[config.mk]
export PLATFORM = sky130hd
export DESIGN_NAME = bus_rr_arbiter
export DESIGN_NICKNAME = d
export VERILOG_FILES = /design/src/rtl/bus_arb_pkg.sv /design/src/rtl/rr_priority_pick.sv /design/src/rtl/bus_rr_arbiter.sv
export SDC_FILE = /design/constraint.sdc
export NUM_CORES = 1
export LEC_CHECK = 0
export BUFFER_PORTS_ARGS = -buffer_cell sky130_fd_sc_hd__clkbuf_2
export CAP_MARGIN = 30
export CORE_ASPECT_RATIO = 0.5
export CORE_MARGIN = 4
export CORE_UTILIZATION = 44
export CTS_CLUSTER_SIZE = 14
export DETAILED_ROUTE_END_ITERATION = 8
export HOLD_SLACK_MARGIN = 0.15
export PLACE_DENSITY = 0.86
export SLEW_MARGIN = 20
export SYNTH_ARGS = -nofsm -noshare
export SYNTH_HDL_FRONTEND = slang
export SYNTH_SLANG_ARGS = --single-unit
export TNS_END_PERCENT = 5
[constraint.sdc]
create_clock -name BUS_CLK -period 3.8 [get_ports BUS_CLK]
set_input_delay 0.57 -clock BUS_CLK [delete_from_list [all_inputs] [get_ports BUS_CLK]]
set_output_delay 0.57 -clock BUS_CLK [all_outputs]
set_load 0.05 [all_outputs]
[src/rtl/bus_arb_pkg.sv]
// Shared state encoding and parameter limits for the round-robin bus arbiter.
// Imported by bus_rr_arbiter.
package bus_arb_pkg;

  localparam int unsigned STATE_W = 2;

  typedef enum logic [STATE_W-1:0] {
    ST_IDLE    = 2'd0,
    ST_ISSUE   = 2'd1,
    ST_CAPTURE = 2'd2
  } arb_state_e;

  localparam int unsigned NUM_REQ_MIN = 2;
  localparam int unsigned NUM_REQ_MAX = 8;

  function automatic bit num_req_ok(input int unsigned n);
    return (n >= NUM_REQ_MIN) && (n <= NUM_REQ_MAX);
  endfunction

endpackage

[src/rtl/rr_priority_pick.sv]
// Rotate-and-find-first: first set bit of req, searching upward from ptr+1
// with wrap-around.
module rr_priority_pick #(
  parameter int unsigned N  = 4,
  parameter int unsigned IW = $clog2(N)
) (
  input  logic [N-1:0]  req,
  input  logic [IW-1:0] ptr,
  output logic          valid,
  output logic [IW-1:0] idx
);

  logic [IW-1:0] pos;

  // Descending scan so the smallest rotation distance wins.
  always_comb begin
    valid = 1'b0;
    idx   = '0;
    pos   = '0;
    for (int k = int'(N); k >= 1; k--) begin
      pos = IW'((int'(ptr) + k) % int'(N));
      if (req[pos]) begin
        valid = 1'b1;
        idx   = pos;
      end
    end
  end

endmodule

[src/rtl/bus_rr_arbiter.sv]
// Round-robin arbiter sharing one basil register bus between NUM_REQ masters.
// Define BUS_ARB_LOCK_EN to honour REQ_LOCK (bounded by MAX_LOCK).
module bus_rr_arbiter
  import bus_arb_pkg::*;
#(
  parameter int unsigned NUM_REQ   = 4,
  parameter int unsigned ABUSWIDTH = 16,
  parameter int unsigned MAX_LOCK  = 16
) (
  input  logic                         BUS_CLK,
  input  logic                         BUS_RST_N,
  input  logic [NUM_REQ-1:0]           REQ,
  input  logic [NUM_REQ-1:0]           REQ_WR,
  input  logic [NUM_REQ*ABUSWIDTH-1:0] REQ_ADD,
  input  logic [NUM_REQ*8-1:0]         REQ_DATA,
  input  logic [NUM_REQ-1:0]           REQ_LOCK,
  output logic [NUM_REQ-1:0]           ACK,
  output logic [7:0]                   RD_DATA,
  output logic                         BUSY,
  output logic [ABUSWIDTH-1:0]         BUS_ADD,
  output logic [7:0]                   BUS_DATA_IN,
  output logic                         BUS_RD,
  output logic                         BUS_WR,
  input  logic [7:0]                   BUS_DATA_OUT
);

  localparam int unsigned IW = $clog2(NUM_REQ);
  localparam int unsigned LW = $clog2(MAX_LOCK + 1);

  generate
    if (!num_req_ok(NUM_REQ)) begin : g_bad_num_req
      $error("bus_rr_arbiter: NUM_REQ out of range");
    end
  endgenerate

  arb_state_e           state;
  logic [IW-1:0]        ptr;
  logic [IW-1:0]        gnt;
  logic                 lat_wr;

  logic [NUM_REQ-1:0]   elig;
  logic                 pick_v;
  logic [IW-1:0]        pick_i;
  logic                 lock_hit;
  logic                 go;
  logic [IW-1:0]        win;
  logic [ABUSWIDTH-1:0] sel_add;
  logic [7:0]           sel_data;
  logic                 sel_wr;
  logic [NUM_REQ-1:0]   ack_hot;

  // A requester being acked this cycle must not win again on stale REQ.
  assign elig = REQ & ~ACK;

  rr_priority_pick #(
    .N  (NUM_REQ),
    .IW (IW)
  ) u_pick (
    .req   (elig),
    .ptr   (ptr),
    .valid (pick_v),
    .idx   (pick_i)
  );

`ifdef BUS_ARB_LOCK_EN
  logic [LW-1:0] lock_cnt;

  assign lock_hit = REQ[ptr] & REQ_LOCK[ptr]
                  & (lock_cnt < LW'(MAX_LOCK));

  always_ff @(posedge BUS_CLK) begin
    if (!BUS_RST_N) begin
      lock_cnt <= '0;
    end else if (state == ST_IDLE && go) begin
      lock_cnt <= lock_hit ? lock_cnt + 1'b1 : '0;
    end
  end
`else
  logic unused_lock;

  assign unused_lock = ^{REQ_LOCK, LW'(MAX_LOCK)};
  assign lock_hit    = 1'b0;
`endif

  assign go  = lock_hit | pick_v;
  assign win = lock_hit ? ptr : pick_i;

  always_comb begin
    sel_add  = '0;
    sel_data = '0;
    sel_wr   = 1'b0;
    ack_hot  = '0;
    for (int i = 0; i < int'(NUM_REQ); i++) begin
      if (win == IW'(i)) begin
        sel_add  = REQ_ADD[i*ABUSWIDTH +: ABUSWIDTH];
        sel_data = REQ_DATA[i*8 +: 8];
        sel_wr   = REQ_WR[i];
      end
      ack_hot[i] = (gnt == IW'(i));
    end
  end

  always_ff @(posedge BUS_CLK) begin
    if (!BUS_RST_N) begin
      state       <= ST_IDLE;
      ptr         <= IW'(NUM_REQ - 1);
      gnt         <= '0;
      lat_wr      <= 1'b0;
      ACK         <= '0;
      RD_DATA     <= '0;
      BUSY        <= 1'b0;
      BUS_ADD     <= '0;
      BUS_DATA_IN <= '0;
      BUS_RD      <= 1'b0;
      BUS_WR      <= 1'b0;
    end else begin
      ACK <= '0;
      unique case (state)
        ST_IDLE: begin
          if (go) begin
            state       <= ST_ISSUE;
            ptr         <= win;
            gnt         <= win;
            lat_wr      <= sel_wr;
            BUSY        <= 1'b1;
            BUS_ADD     <= sel_add;
            BUS_DATA_IN <= sel_data;
            BUS_RD      <= ~sel_wr;
            BUS_WR      <= sel_wr;
          end
        end
        ST_ISSUE: begin
          state  <= ST_CAPTURE;
          BUS_RD <= 1'b0;
          BUS_WR <= 1'b0;
        end
        ST_CAPTURE: begin
          state <= ST_IDLE;
          BUSY  <= 1'b0;
          ACK   <= ack_hot;
          if (!lat_wr) begin
            RD_DATA <= BUS_DATA_OUT;
          end
        end
        default: begin
          state <= ST_IDLE;
        end
      endcase
    end
  end

endmodule
==> metrics.txt <==
Peak VDD IR=0.203 mV; Die W=107 µm; DIE AREA=6180 µm²; Routed WL=7620 µm; clk_lat worst skew=290 ps; FMAX=0.418 GHz; r2r worst-path depth=5; ranking of synthesized cells by area=dfxtp_1, a21oi_1, a222oi_1; WHS Path Cells=1; cell accounting for the most synthesized area=dfxtp_1; Async SR Flop Fraction=0%; Setup crit end kind=flop; global route overflow=0; Post-Synthesis Cells=245; Storage cell area=921 µm²; post-synth cell types=37; WP buf/inv=0; row cnt=17; area grow syn2layout=40.5%; GP Congestion=0.802; fill count=397; cts repair resizes=0; worst reg-to-reg setup slack=1410 ps; worst-margin pin slew=957 ps; effective utilization at floorplan=47.4%; layout cells sized above 1=44.7%; DRT Pass-1 Iters=8; Hold Path Class=reg2reg; Antenna Cells=0; Lkg Pwr=0.00141 µW; DR vias/cell=5.65; initial antenna violation count=0; Final nets=506; startpoint types=flop; Clock Pin Slew Worst Setup and Hold Paths=80 ps; setup repair after global routing missed its margin=false; io pins=157; sw frac=40.0%; GRT Total Usage=23.6%; max incr delay on CP=840 ps; maximum number of pins on one net before global-route repair=44; CTS tree=built; pins over their slew limit=0; Final min period=2390 ps; Power Internal=839 µW; clock skew=6.64 ps; TritonCTS Buffers=5; area of the multi-input gates=1150 µm²; Die Y=57.6 µm; sequential-to-total area share from yosys stat=42.5%; DRC errors left=0; Sink Count=46; mean post-synth cell area=8.85 µm²; top cell type's share of synthesized area=42.5%; WL/cell=16.7 µm; synth cell count leaders=a21oi_1, dfxtp_1, o21ai_0; Yosys warnings=0; Post-Syn Area=2170 µm²; R2R Path Start=ACK[0]; CP Cell Sequence=nand2b_1 > nand2_2 > a211oi_2 > a22oi_1 > a32o_1; crit-path max FO=12; detailed placement HPWL=5810 µm; routed via count=2570; WHS Endpoint=ACK[1]; period utilisation layout=62.9%; first-pass GRT wire length=11800 µm; combinational share of power=37.8%; H-tree Lvls=2; beginning of the worst hold path=gnt[1]; hold buffer count at CTS=0; Root Buffer=clkbuf_8; clk buf depth=2; Final TNS setup=0 ps; final hold violations=0; syn nets=363; Post-synth EDFFs=0; Post-CTS Setup Inserts=0; vias in the first global route=2570; RR Endpoint=BUS_RD; Util after Layout=66.6%; Port Buf Inserts=152; DRT iter0 DRCs=224; Flop pwr share=41.2%; clock share of power=21.0%; run status=complete, no violations; endpoints failing setup=0; power density cells=459 nW/µm²; core area=4570 µm²; Crit-path slowest cell=a211oi_2; Routed Antenna Nets=0; top_reg_cell synth=dfxtp_1; Seq cells post-synth=46; Worst Path Required=3990 ps; Crit Path Class=reg2reg; Rel. slew slack=36.1%; max_cap viols=0; Sw Pwr=558 µW; most frequent cell after synthesis=a21oi_1; final hold slack=472 ps; Worst path top cell family by delay=compound AO/OA/AOI/OAI gates; crit path DAT=2580 ps
==> registers in the layout (all words and copies together) (netlist names) <==
register,cells
ACK,4
BUSY,1
BUS_ADD,16
BUS_DATA_IN,8
BUS_RD,1
BUS_WR,1
RD_DATA,8
gnt,2
lat_wr,1
ptr,2
state,2
==> layout by cell type (no fill, tap or decap), types with 3 or more instances in the layout <==
| master | n |
|---|---|
| o21ai_0 | 28 |
| nor3_1 | 3 |
| a21oi_1 | 51 |
| a222oi_1 | 24 |
| mux2i_1 | 8 |
| nor2_1 | 10 |
| nor2b_1 | 11 |
| clkbuf_8 | 5 |
| dfxtp_1 | 46 |
| nand3_1 | 3 |
| clkbuf_2 | 152 |
| nand2_1 | 6 |
| nand2b_1 | 6 |
==> worst reg2reg max path: cells and delay by family, from the launching register on <==
family          cells  cell delay, ps
simple gates        2             470
flops               1             360
compound gates      3            1460
==> power groups by stage <==
| stage | registers (µW) | logic [µW] | clock network [µW] |
|---|---|---|---|
| floorplan | 738 | 210 | 0 |
| global placement | 582 | 498 | 0 |
| CTS | 575 | 522 | 303 |
| finish | 576 | 528 | 293 |
| global route | 582 | 565 | 322 |
| detailed placement | 586 | 520 | 0 |
==> metal layers <==
metal	GRT usage, %	share of wire (%)
met3	6.45	8.2
met1	28.0	40
met5	0	0
met4	8.56	2.0
met2	41.4	50
==> cells by family (layout without fill, tap and decap cells) <==
family / count (synthesis) / in the layout / share of synthesized area [%]
compound gates: 123 / 123 / 36.8
buf+inv: 22 / 166 / 5.48
flops: 46 / 46 / 42.5
mux: 8 / 8 / 3.69
simple gates: 46 / 46 / 11.5
==> metrics by stage <==
stage               instance area (µm²)  power, µW  setup WS, ps  instances
floorplan                          2170        948          1870        245
global placement                   2930       1080          1310        445
detailed placement                 2950       1110          1220        447
CTS                                3040       1400          1480        455
global route                       3050       1470          1240        455
finish                             3050       1400          1410        455
==> how the worst max path moves through the flow <==
stage	cells after the start	end	startpoint
3_5_place_dp	7	BUS_ADD[8]	REQ[1]
5_1_grt	6	BUS_ADD[12]	ACK[1]
3_3_place_gp	6	BUS_RD	REQ[1]
4_1_cts	6	BUS_ADD[12]	ACK[1]
6_report	5	BUS_RD	ACK[0]
2_1_floorplan	6	BUS_RD	ACK[1]
==> final cells by class <==
class / count / share of cell area [%]
Multi-Input combinational cell: 177 / 37.6
Sequential cell: 46 / 30.2
Timing Repair Buffer: 156 / 26.3
Tap cell: 66 / 2.71
Clock buffer: 6 / 2.38
Clock inverter: 2 / 0.452
Inverter: 2 / 0.247
Note: power is estimated with default switching activity, not from simulation.
